$ cat config.mk
export PLATFORM = sky130hd
export DESIGN_NAME = mwpipe_elastic
export DESIGN_NICKNAME = d
export VERILOG_FILES = /design/src/rtl/mw_pkg.sv /design/src/rtl/mw_slot.sv /design/src/rtl/mwpipe_elastic.sv
export SDC_FILE = /design/constraint.sdc
export NUM_CORES = 1
export LEC_CHECK = 0
export ABC_AREA = 1
export BUFFER_PORTS_ARGS = -buffer_cell sky130_fd_sc_hd__buf_2
export CAP_MARGIN = 10
export CORE_MARGIN = 2
export CORE_UTILIZATION = 27
export DETAILED_ROUTE_END_ITERATION = 10
export SLEW_MARGIN = 20
export SYNTH_ARGS = -nofsm -noshare
export SYNTH_HDL_FRONTEND = slang
export SYNTH_HIERARCHICAL = 1
export SYNTH_SLANG_ARGS = --single-unit
$ cat constraint.sdc
create_clock -name clk -period 4 [get_ports clk]
set_clock_uncertainty 0.15 [all_clocks]
set_input_delay 0.2 -clock clk [delete_from_list [all_inputs] [get_ports clk]]
set_output_delay 0.2 -clock clk [all_outputs]
set_load 0.01 [all_outputs]
$ cat src/rtl/mw_pkg.sv
// Shared defaults and types for the memory-writeback elastic stage.
//   V     : vector result width
//   N     : scalar data width
//   M     : register specifier width
//   LANES : vector lanes (V must divide evenly by LANES)
package mw_pkg;

  localparam int unsigned V     = 128;
  localparam int unsigned N     = 32;
  localparam int unsigned M     = 4;
  localparam int unsigned LANES = 4;

  typedef struct packed {
    logic regw;
    logic regmem;
  } mw_ctrl_t;

endpackage

$ cat src/rtl/mw_slot.sv
// One storage slot of the elastic stage: a payload register plus its valid bit.
//   clk       : clock, rising edge
//   rst       : asynchronous active-low clear of valid and payload
//   ld_i      : load d_i into the payload register
//   d_i       : payload input
//   valid_d_i : next value of the valid bit (updated every cycle)
//   valid_o   : slot holds a live beat
//   q_o       : held payload
module mw_slot #(
  parameter int unsigned W = 8
) (
  input  logic         clk,
  input  logic         rst,
  input  logic         ld_i,
  input  logic [W-1:0] d_i,
  input  logic         valid_d_i,
  output logic         valid_o,
  output logic [W-1:0] q_o
);

  logic         valid_q;
  logic [W-1:0] data_q;

  always_ff @(posedge clk or negedge rst) begin
    if (!rst) begin
      valid_q <= 1'b0;
      data_q  <= '0;
    end else begin
      valid_q <= valid_d_i;
      if (ld_i) data_q <= d_i;
    end
  end

  assign valid_o = valid_q;
  assign q_o     = data_q;

endmodule

$ cat src/rtl/mwpipe_elastic.sv
// Elastic MEM->WB pipeline stage with a 2-entry (MAIN + SKID) buffer.
// MAIN drives all *_W outputs; SKID absorbs the one beat that arrives while
// MAIN is stalled, so in_ready can come straight from a flop.
//   clk, rst (async active-low), flush (sync squash)
//   in_valid/in_ready   : MEM-side handshake
//   *_M                 : MEM-side payload
//   out_valid/out_ready : WB-side handshake
//   *_W                 : WB-side payload (regw_W/lane_wen_W gated by out_valid)
//   occupancy           : beats currently held (0..2)
module mwpipe_elastic
  import mw_pkg::*;
#(
  parameter int unsigned V     = mw_pkg::V,
  parameter int unsigned N     = mw_pkg::N,
  parameter int unsigned M     = mw_pkg::M,
  parameter int unsigned LANES = mw_pkg::LANES
) (
  input  logic             clk,
  input  logic             rst,
  input  logic             flush,
  input  logic             in_valid,
  output logic             in_ready,
  input  logic             regw_M,
  input  logic             regmem_M,
  input  logic [M-1:0]     regScr_M,
  input  logic [N-1:0]     ALUrslt_M,
  input  logic [N-1:0]     readdata_M,
  input  logic [V-1:0]     regVrslt_M,
  input  logic [LANES-1:0] lane_en_M,
  output logic             out_valid,
  input  logic             out_ready,
  output logic             regw_W,
  output logic             regmem_W,
  output logic [M-1:0]     regScr_W,
  output logic [N-1:0]     ALUrslt_W,
  output logic [N-1:0]     readdata_W,
  output logic [V-1:0]     regVrslt_W,
  output logic [LANES-1:0] lane_wen_W,
  output logic [1:0]       occupancy
);

  localparam int unsigned PW = $bits(mw_ctrl_t) + M + 2*N + V + LANES;

  mw_ctrl_t        in_ctrl;
  mw_ctrl_t        main_ctrl;
  logic [LANES-1:0] main_lane_en;
  logic [PW-1:0]   in_pl;
  logic [PW-1:0]   main_pl_d;
  logic [PW-1:0]   main_pl_q;
  logic [PW-1:0]   skid_pl_q;
  logic            main_valid_q, main_valid_d;
  logic            skid_valid_q, skid_valid_d;
  logic            main_ld, skid_ld;
  logic            accept, pop;

  assign in_ctrl = '{regw: regw_M, regmem: regmem_M};
  assign in_pl   = {in_ctrl, regScr_M, ALUrslt_M, readdata_M, regVrslt_M, lane_en_M};

  assign in_ready  = !skid_valid_q;
  assign out_valid = main_valid_q;
  assign accept    = in_valid & in_ready;
  assign pop       = main_valid_q & out_ready;

  always_comb begin
    main_valid_d = main_valid_q;
    skid_valid_d = skid_valid_q;
    main_ld      = 1'b0;
    skid_ld      = 1'b0;
    main_pl_d    = in_pl;
    if (flush) begin
      main_valid_d = 1'b0;
      skid_valid_d = 1'b0;
    end else if (!main_valid_q || pop) begin
      if (skid_valid_q) begin
        // in_ready is low here, so nothing is accepted this cycle.
        main_ld      = 1'b1;
        main_pl_d    = skid_pl_q;
        main_valid_d = 1'b1;
        skid_valid_d = 1'b0;
      end else if (accept) begin
        main_ld      = 1'b1;
        main_valid_d = 1'b1;
      end else begin
        main_valid_d = 1'b0;
      end
    end else if (accept) begin
      skid_ld      = 1'b1;
      skid_valid_d = 1'b1;
    end
  end

  mw_slot #(.W(PW)) u_main (
    .clk       (clk),
    .rst       (rst),
    .ld_i      (main_ld),
    .d_i       (main_pl_d),
    .valid_d_i (main_valid_d),
    .valid_o   (main_valid_q),
    .q_o       (main_pl_q)
  );

  mw_slot #(.W(PW)) u_skid (
    .clk       (clk),
    .rst       (rst),
    .ld_i      (skid_ld),
    .d_i       (in_pl),
    .valid_d_i (skid_valid_d),
    .valid_o   (skid_valid_q),
    .q_o       (skid_pl_q)
  );

  assign {main_ctrl, regScr_W, ALUrslt_W, readdata_W, regVrslt_W, main_lane_en} = main_pl_q;

  // Bubbles must never write the register file, whatever stale payload MAIN holds.
  assign regmem_W   = main_ctrl.regmem;
  assign regw_W     = main_ctrl.regw & main_valid_q;
  assign lane_wen_W = main_lane_en & {LANES{main_ctrl.regw & main_valid_q}};
  assign occupancy  = 2'(main_valid_q) + 2'(skid_valid_q);

endmodule
After elaboration in Yosys (flattened, before gate mapping)

Cells that the tools add are included.

Mux-type cells: 14
$add $sub $neg: 1
Bitwise gates (word level): 4
Reductions and logical operators: 5

Operator list:

| operator                               | number |
|---|---|
| 202-bit two-way mux                    | 3 |
| 1-bit two-way mux                      | 11 |
| 4-bit AND                              | 1 |
| 1-bit AND                              | 3 |
| 3-bit nonzero test                     | 1 |
| 1-bit by 1-bit adder with 2-bit output | 1 |
| 1-bit zero test                        | 2 |
| 2-bit nonzero test                     | 1 |
| 1-bit logical OR                       | 1 |

Register bits: 406
Logic and storage cells: 28
Output and inout bits: 206

Longest topological paths before layout

Gate-level depths: netlist of the first run.

Depth after elaboration: 6
Mapped depth: 11
Depth with buffers taken out: 7

By module

The synthesis of the first run kept the hierarchy.

By module, submodules not included:

| module         | cells an instance | area an instance (um2) | times used |
|---|---|---|---|
| mw_slot        | 855               | 7718.7                 | 2 |
| mwpipe_elastic | 694               | 3071.7                 | 1 |

Worst setup path before layout of the first run

Ideal clock, no wire load.

Path type: register to register
Start point: reg u_main.valid_q, in the netlist u_main/valid_o
End point: reg u_skid.data_q[100], in the netlist u_skid/q_o[100]
Period minus slack after synthesis: 1.869 ns
Stages on the path, launching flop included: 11
Path slack: 2.131 ns
Data required time: 3.734 ns
Arrival: 1.602 ns
Path buffers: 5
Cells stage by stage: dfrtp_1 nand2_2 buf_2 buf_2 nor3_1 buf_4 inv_4 buf_6 buf_6 nand2_1 nand2_1

Cells in the longest elaborated chain, start to end: 4
Elaborated cells between the ends (all ways): 5
Those cells by class: mux: 2; bitwise: 1; reduce/logical: 2

Ends and longest elaborated chain:

| item                                                | RTL line                                   | text |
|---|---|---|
| start, declared                                     | mw_slot.sv:21                              | `logic valid_q;` |
| start signal, assigned                              | mw_slot.sv:29                              | `valid_q <= valid_d_i;` |
| 1-bit AND / 1-bit zero test (equally long branches) | mwpipe_elastic.sv:62, mwpipe_elastic.sv:73 |  |
| 1-bit logical OR (*)                                | mwpipe_elastic.sv:73                       | `end else if (!main_valid_q \|\| pop) begin` |
| 1-bit two-way mux (*)                               | mwpipe_elastic.sv:73                       |  |
| 1-bit two-way mux (*)                               | mwpipe_elastic.sv:70                       | `if (flush) begin` |
| net skid_ld                                         | mwpipe_elastic.sv:53                       | `logic main_ld, skid_ld;` |
| end signal, assigned                                | mw_slot.sv:30                              | `if (ld_i) data_q <= d_i;` |
| end, declared                                       | mw_slot.sv:22                              | `logic [W-1:0] data_q;` |

The timed path passes the listed nets; every way through them passes the cells marked *.
A chain may end at the register's enable or synchronous reset.

Worst setup path in the final report of the first run

Start point: reg u_main.valid_q, in the netlist u_main/valid_o
End point: reg u_skid.data_q[53], in the netlist u_skid/q_o[53]

Same word-level chain as after synthesis.

==> results.md, run 1 <==
- Status: finished, final reports clean
- Synth area leader: dfrtp_1
- Pre-CTS setup slack: about 1.5 ns
- Cell Area, Synth: 0.01851 mm^2
- Yosys cell types: 19
- Register area share after synthesis: 54.89%
- Cts bufs inserted: between 40 and 50
- CTS H-Tree Depth: 2
- HP Class: in -> async
- Port buffer count: 412
- Die area: ~0.07 mm^2
- Routed WL: 59180 um
- Drt initial violations: 1191
- Worst-Margin Slew: approximately 0.94 ns
- Final Max Tran Viols: 0
- Number of synthesized flops with an enable pin: 0
- Clock tree sinks: 406
- Core ar.: 0.06751 mm^2
- Met1 GRT Util: 21.33%
- Setup TNS: 0 ns
- Vias in the first global route: 16520
- Synth Register Bits: ~410
- Setup-failing EPs final: 0
- Pwr dens: around 470 mW/mm^2
- Slowest stage delay, CP: roughly 0.66 ns
- Ys async rst share: 100.0%
- LEAKAGE: 13.77 nW
- Clock Root Buffer: clkbuf_16
- Area contributors post-synth: dfrtp_1, nand2_1, nand3_1, buf_6, buf_2
- Wirelength per Cell: approximately 15 um
- DRC errors left: 0
- Setup WS post-layout: 1.500 ns
- Worst-path maximum fanout: 60
- VDD IR max: around 0.00025 V
- Tot GR Track Use: ~16%
- Synth Net Count: 2612
- Dpl hpwl: approximately 35000 um
- CP endpoint kind: flop
- Fin nets: roughly 3100
- Clock slew at reported path FFs: 0.06 ns
- Slowest CP cell: buf_4
- Top Usage Layer GRT: met2
- Initial antenna violation count: 9
- Hold Fails Final Rpt: 0
- Synthesis-to-finish area growth: 32.27%
- Critical-path cell list: nand2_8 -> nor3_2 -> buf_4 -> nand2_1 -> nand2_1
- Worst EP required: about 4.4 ns
- Share of cells above drive strength 1: around 17%
- Met2 Track Usage GR: 27.51%
- CTS tree: built
- RSZ-0062 raised after global routing: no
- Placed cell count: between 3000 and 4000
- Synth Warn #: 6
- Most common cell in the netlist: nand2_1
- Largest net degree at the start of global routing: 159
- Grt total ovfl: 0
- Die Y: between 200 and 300 um
- FP Rows: between 90 and 100
- Post-route ant nets: 0
- Post-synthesis cell count: 2404
- Via count: 16970
- Starting density of the core: between 20% and 30%
- GP Congestion: about 0.76
- Skew-Pair Late Insertion Delay: roughly 0.59 ns
- Max Clock Freq: 0.3999 GHz
- Hold Slack: 0.05577 ns
- IO Pins: roughly 410
- Mapped Avg Cell Area: approximately 7.7 um^2
- Top_reg_cell synth: dfrtp_1
- Yosys top cell area share: between 50 and 60%
- Crit Path Class: reg -> reg
- Startpoint Class: flop
- Max-Cap Viols: 0
- Most frequent CP cell: nand2_1
- Minimum clock period: approximately 2.5 ns
- Finished Layout Cells: 3857
- Worst slew margin: 37.19%
- DRT Pass-1 Iters: 5
- Max clock buf depth: 3
- Worst EP arrival: 2.87 ns
- GR Util met3: between 2 and 3%
- Top cells by count, synth: nand2_1, dfrtp_1, nand3_1
- Final worst-path cycle share: between 60% and 70%
- Vias per cell: 4.400
- First-pass GRT wire length: 93390 um
- Die width: between 200 and 300 um
==> critical path: cells and delay by family, from the launching register on <==
kind / cells / cell delay, ns
simple gates: 4 / 0.99
buf+inv: 1 / 0.66
flops: 1 / 0.54
==> cell type report <==
class                           count  area, um^2
Sequential cell                   406       10160
Clock buffer                       72        1403
Fill cell                        6985       43030
Tap cell                          873        1092
Clock inverter                     13       111.4
Timing Repair Buffer              643        4447
Inverter                            9       43.79
Antenna cell                        8       20.02
Multi-Input combinational cell   1833        7206
==> final timing paths <==
path | from | to | slack (ns) | cells after the start
min in group clk | regVrslt_M[69] | u_skid/q_o[73] | 0.21 | 4
min | rst | u_main/q_o[161] | 0.06 | 2
max | u_main/valid_o | u_skid/q_o[53] | 1.50 | 5
max in group asynchronous | rst | u_skid/q_o[27] | 2.59 | 3
max reg2reg | u_main/valid_o | u_skid/q_o[53] | 1.50 | 5
min reg2reg | u_main/q_o[6] | u_main/q_o[6] | 0.31 | 2
==> through the flow <==
| stage | cell area, um^2 | utilization [%] | power, mW |
|---|---|---|---|
| final | 24480 | 36.26 | 11.59 |
| after global routing | 24480 | 36.26 | 12.27 |
| after CTS | 24460 | 36.23 | 11.78 |
| after detailed placement | 20890 | 30.94 | 7.270 |
| after global placement | 20890 | 30.94 | 7.219 |
| after floorplan | 18510 | - | 6.390 |
==> flip-flops by register name, summed over array words and instances, names as in the netlist <==
| name | cells |
|---|---|
| u_skid/valid_o | 1 |
| u_main/valid_o | 1 |
| u_main/q_o | 202 |
| u_skid/q_o | 202 |
==> timing repair <==
item	CTS	global route
hold endpoints to repair	485	0
gates resized for setup	0	0
hold buffers	206	0
setup buffers	0	0
==> cells in the final DEF, fill, tap and decap left out, types with 3 or more instances in the layout <==
master / instances
inv_1: 6
nand3_1: 202
clkbuf_1: 14
clkbuf_16: 49
inv_6: 3
clkbuf_8: 9
diode_2: 8
clkinv_2: 6
dlygate4sd3_1: 206
dfrtp_1: 406
buf_2: 411
buf_12: 10
nand2_1: 1618
buf_4: 15
nor2_1: 5
==> where the power goes <==
| group | total [mW] | internal (mW) | switching [mW] |
|---|---|---|---|
| logic | 1.97 | 0.813 | 1.16 |
| registers | 5.39 | 4.92 | 0.468 |
| clock network | 4.23 | 2.43 | 1.80 |
==> metal layers <==
layer,vias to the layer above,routed length [um]
li1,8435,-
met1,7958,25670
met2,465,28620
met3,109,2891
met4,2,1988
met5,-,13
==> cell families (layout without fill, tap and decap cells) <==
| family | Yosys count | after routing | synth area share, % |
|---|---|---|---|
| flops | 406 | 406 | 54.89 |
| simple gates | 1829 | 1829 | 38.53 |
| fa+ha+maj | 1 | 1 | 0.06759 |
| buf+inv | 165 | 737 | 6.415 |
| compound gates | 3 | 3 | 0.09460 |
| other cells | 0 | 8 | 0 |
Power figures use the tool's default switching activity.
==> run 2: changes to the inputs <==
==> constraint.sdc (replaced) <==
create_clock -name clk -period 2.3 [get_ports clk]
set_clock_uncertainty 0.15 [all_clocks]
set_input_delay 0.115 -clock clk [delete_from_list [all_inputs] [get_ports clk]]
set_output_delay 0.115 -clock clk [all_outputs]
set_load 0.01 [all_outputs]
==> results.md, run 2 (same netlist as run 1, synthesis figures left out) <==
- Status: finished, final reports clean
- Core ar.: 0.06751 mm^2 (unchanged)
- Die width: 265.8 um (unchanged)
- Postcts setup bufs: 0 (unchanged)
- Most frequent cells in the layout: nand2_1, buf_2, dfrtp_1
- FF/Latch Area: 0.01016 mm^2 (unchanged)
- Initial antenna violation count: 6 (-3)
- Largest net degree at the start of global routing: 114 (-28%)
- Hold path start: out_ready
- Final worst-path cycle share: between 90% and 100%
- DRC errors left: 0 (unchanged)
- Max-Cap Viols: 0 (unchanged)
- Multi-input gate area: 0.007211 mm^2 (about the same)
- R2r setup slk: 0.25 ns (-1.25 ns)
- Wirelength per Cell: 15.26 um (-0.55%)
- RSZ-0062 raised after global routing: no
- IO Pins: 413 (unchanged)
- Dpl hpwl: 35640 um (+0.89%)
- Clock Root Buffer: clkbuf_16
- Share of cells above drive strength 1: 17.85% (+0.51 points)
- Fin nets: 3167 (+0.57%)
- GP Congestion: 0.7748 (+2.2%)
- VDD IR max: 0.0004978 V (+97%)
- Worst R2R Path Depth: 7 (+2)
- Cts bufs inserted: 47 (-2.1%)
- Setup-failing EPs final: 0 (unchanged)
- DRT Pass-1 Iters: 5 (unchanged)
- Starting density of the core: 27.41% (unchanged)
- Grt total ovfl: 0 (unchanged)
- Worst-path maximum fanout: 5 (-92%)
- CTS H-Tree Depth: 2 (unchanged)
- Startpoint Class: flop
- Final Max Tran Viols: 0 (unchanged)
- Worst setup endpoint: lane_wen_W[2]
- Worst EP arrival: 1.87 ns (-1.00 ns)
- Via count: 17060 (+0.51%)
- Post-route ant nets: 0 (unchanged)
- Fill cells: 6989 (+0.057%)
- Minimum clock period: roughly 2.1 ns
- Crit Path Class: reg -> out
- Vias per cell: 4.404 (about the same)
- Port buffer count: 412 (unchanged)
- Worst setup startpoint: u_main/valid_o
- Tot GR Track Use: 16.42% (-0.017 points)
- Skew-Pair Late Insertion Delay: 0.59 ns (about the same)
- Hold Fails Final Rpt: 0 (unchanged)
- CTS tree: built
- Setup TNS: 0 ns (unchanged)
- Max Clock Freq: 0.4674 GHz
- CP endpoint kind: output port
- Worst-Margin Slew: 0.7071 ns (-0.2351 ns)
- Vias in the first global route: 16880 (+2.2%)
- Worst slew margin: 52.86% (+16 points)
- Routed WL: 59100 um (-0.14%)
- First-pass GRT wire length: 93630 um (+0.26%)
- Worst EP required: 2.04 ns (-2.33 ns)
- Drt initial violations: 1295 (+8.7%)
- Pwr dens: 820.7 mW/mm^2 (+73%)
- HP Class: in -> reg
- Die area: 0.07066 mm^2 (unchanged)
- Max clock buf depth: 3 (unchanged)
- FP Rows: 95 (unchanged)
- R2r startpoint: u_main/valid_o
- Synthesis-to-finish area growth: 34.07%
- LEAKAGE: 13.92 nW (+1.2%)
- Clock tree sinks: 406 (unchanged)
- Hold Slack: 0.04385 ns (-0.01192 ns)
- Worst R2R End: u_skid/q_o[163]
- Die Y: 265.8 um (unchanged)
- Clock slew at reported path FFs: 0.06 ns (about the same)
- Commonest non-fill, non-tap cell in the layout: nand2_1
- Final core occ: 36.75% (+0.49 points)
[run 2: cell types whose count changed in the layout (fill, tap and decap cells not counted), sizes merged]
cell,delta
inv,-2
buf,+18
bufinv,+3
clkinv,+1
dlygate4sd3,+1
clkinvlp,-1
clkbuf,-4
[run 2: how the worst min path moves through the flow]
stage | to | slack [ns] | depth (start not counted)
floorplan | u_main/q_o[0] | -0.33 | 0
finish | u_main/q_o[1] | 0.04 | 6
global placement | u_skid/q_o[171] | 0.0005 | 1
CTS | u_main/q_o[1] | 0.02 | 6
detailed placement | u_skid/q_o[171] | 0.002 | 1
global route | u_main/q_o[1] | 0.09 | 6
[run 2: timing repair]
action | CTS | global route
hold endpoints to repair | 812 | 0
resized for setup | 2 | 0
hold buffers | 208 | 0
setup endpoints to repair | 1 | 0
[run 2: area by class of cell]
cell class | count | area share (%)
flip-flops and latches | 406 | 40.94
multi-input cells | 1833 | 29.06
repair buffers | 662 | 19.16
clock buffers | 68 | 5.425
well taps | 873 | 4.402
clock inverters | 14 | 0.7563
inverters | 9 | 0.1765
diodes | 8 | 0.08067
[run 2: routing by layer]
layer / up-vias / share of wire, % / track usage, %
li1: 8458 / - / -
met1: 7905 / 43 / 21.28
met2: 569 / 48 / 27.32
met3: 123 / 5.2 / 2.579
met4: 0 / 3.6 / 6.787
met5: - / 0 / 0
[run 2: critical path, stage by stage, from the launching register on]
cell and delay, ns:
dfrtp_1 0.55, nand2_2 0.23, nor2_2 0.30, buf_2 0.21
[run 2: power breakdown]
group          switching (mW)  internal, mW
Clock                    3.12          4.41
Sequential              0.824          8.56
Combinational            2.01          1.46
Total                    5.95          14.4
[run 2: metrics by stage]
step / cells / setup slack [ns] / total power [mW] / area, um^2
final: 3873 / 0.1603 / 20.37 / 24820
after global placement: 3575 / 0.2891 / 12.59 / 21160
after detailed placement: 3575 / 0.2577 / 12.67 / 21160
after floorplan: 2404 / 0.4314 / 11.11 / 18510
after global routing: 3871 / 0.03463 / 21.53 / 24810
after CTS: 3865 / 0.1379 / 20.64 / 24800
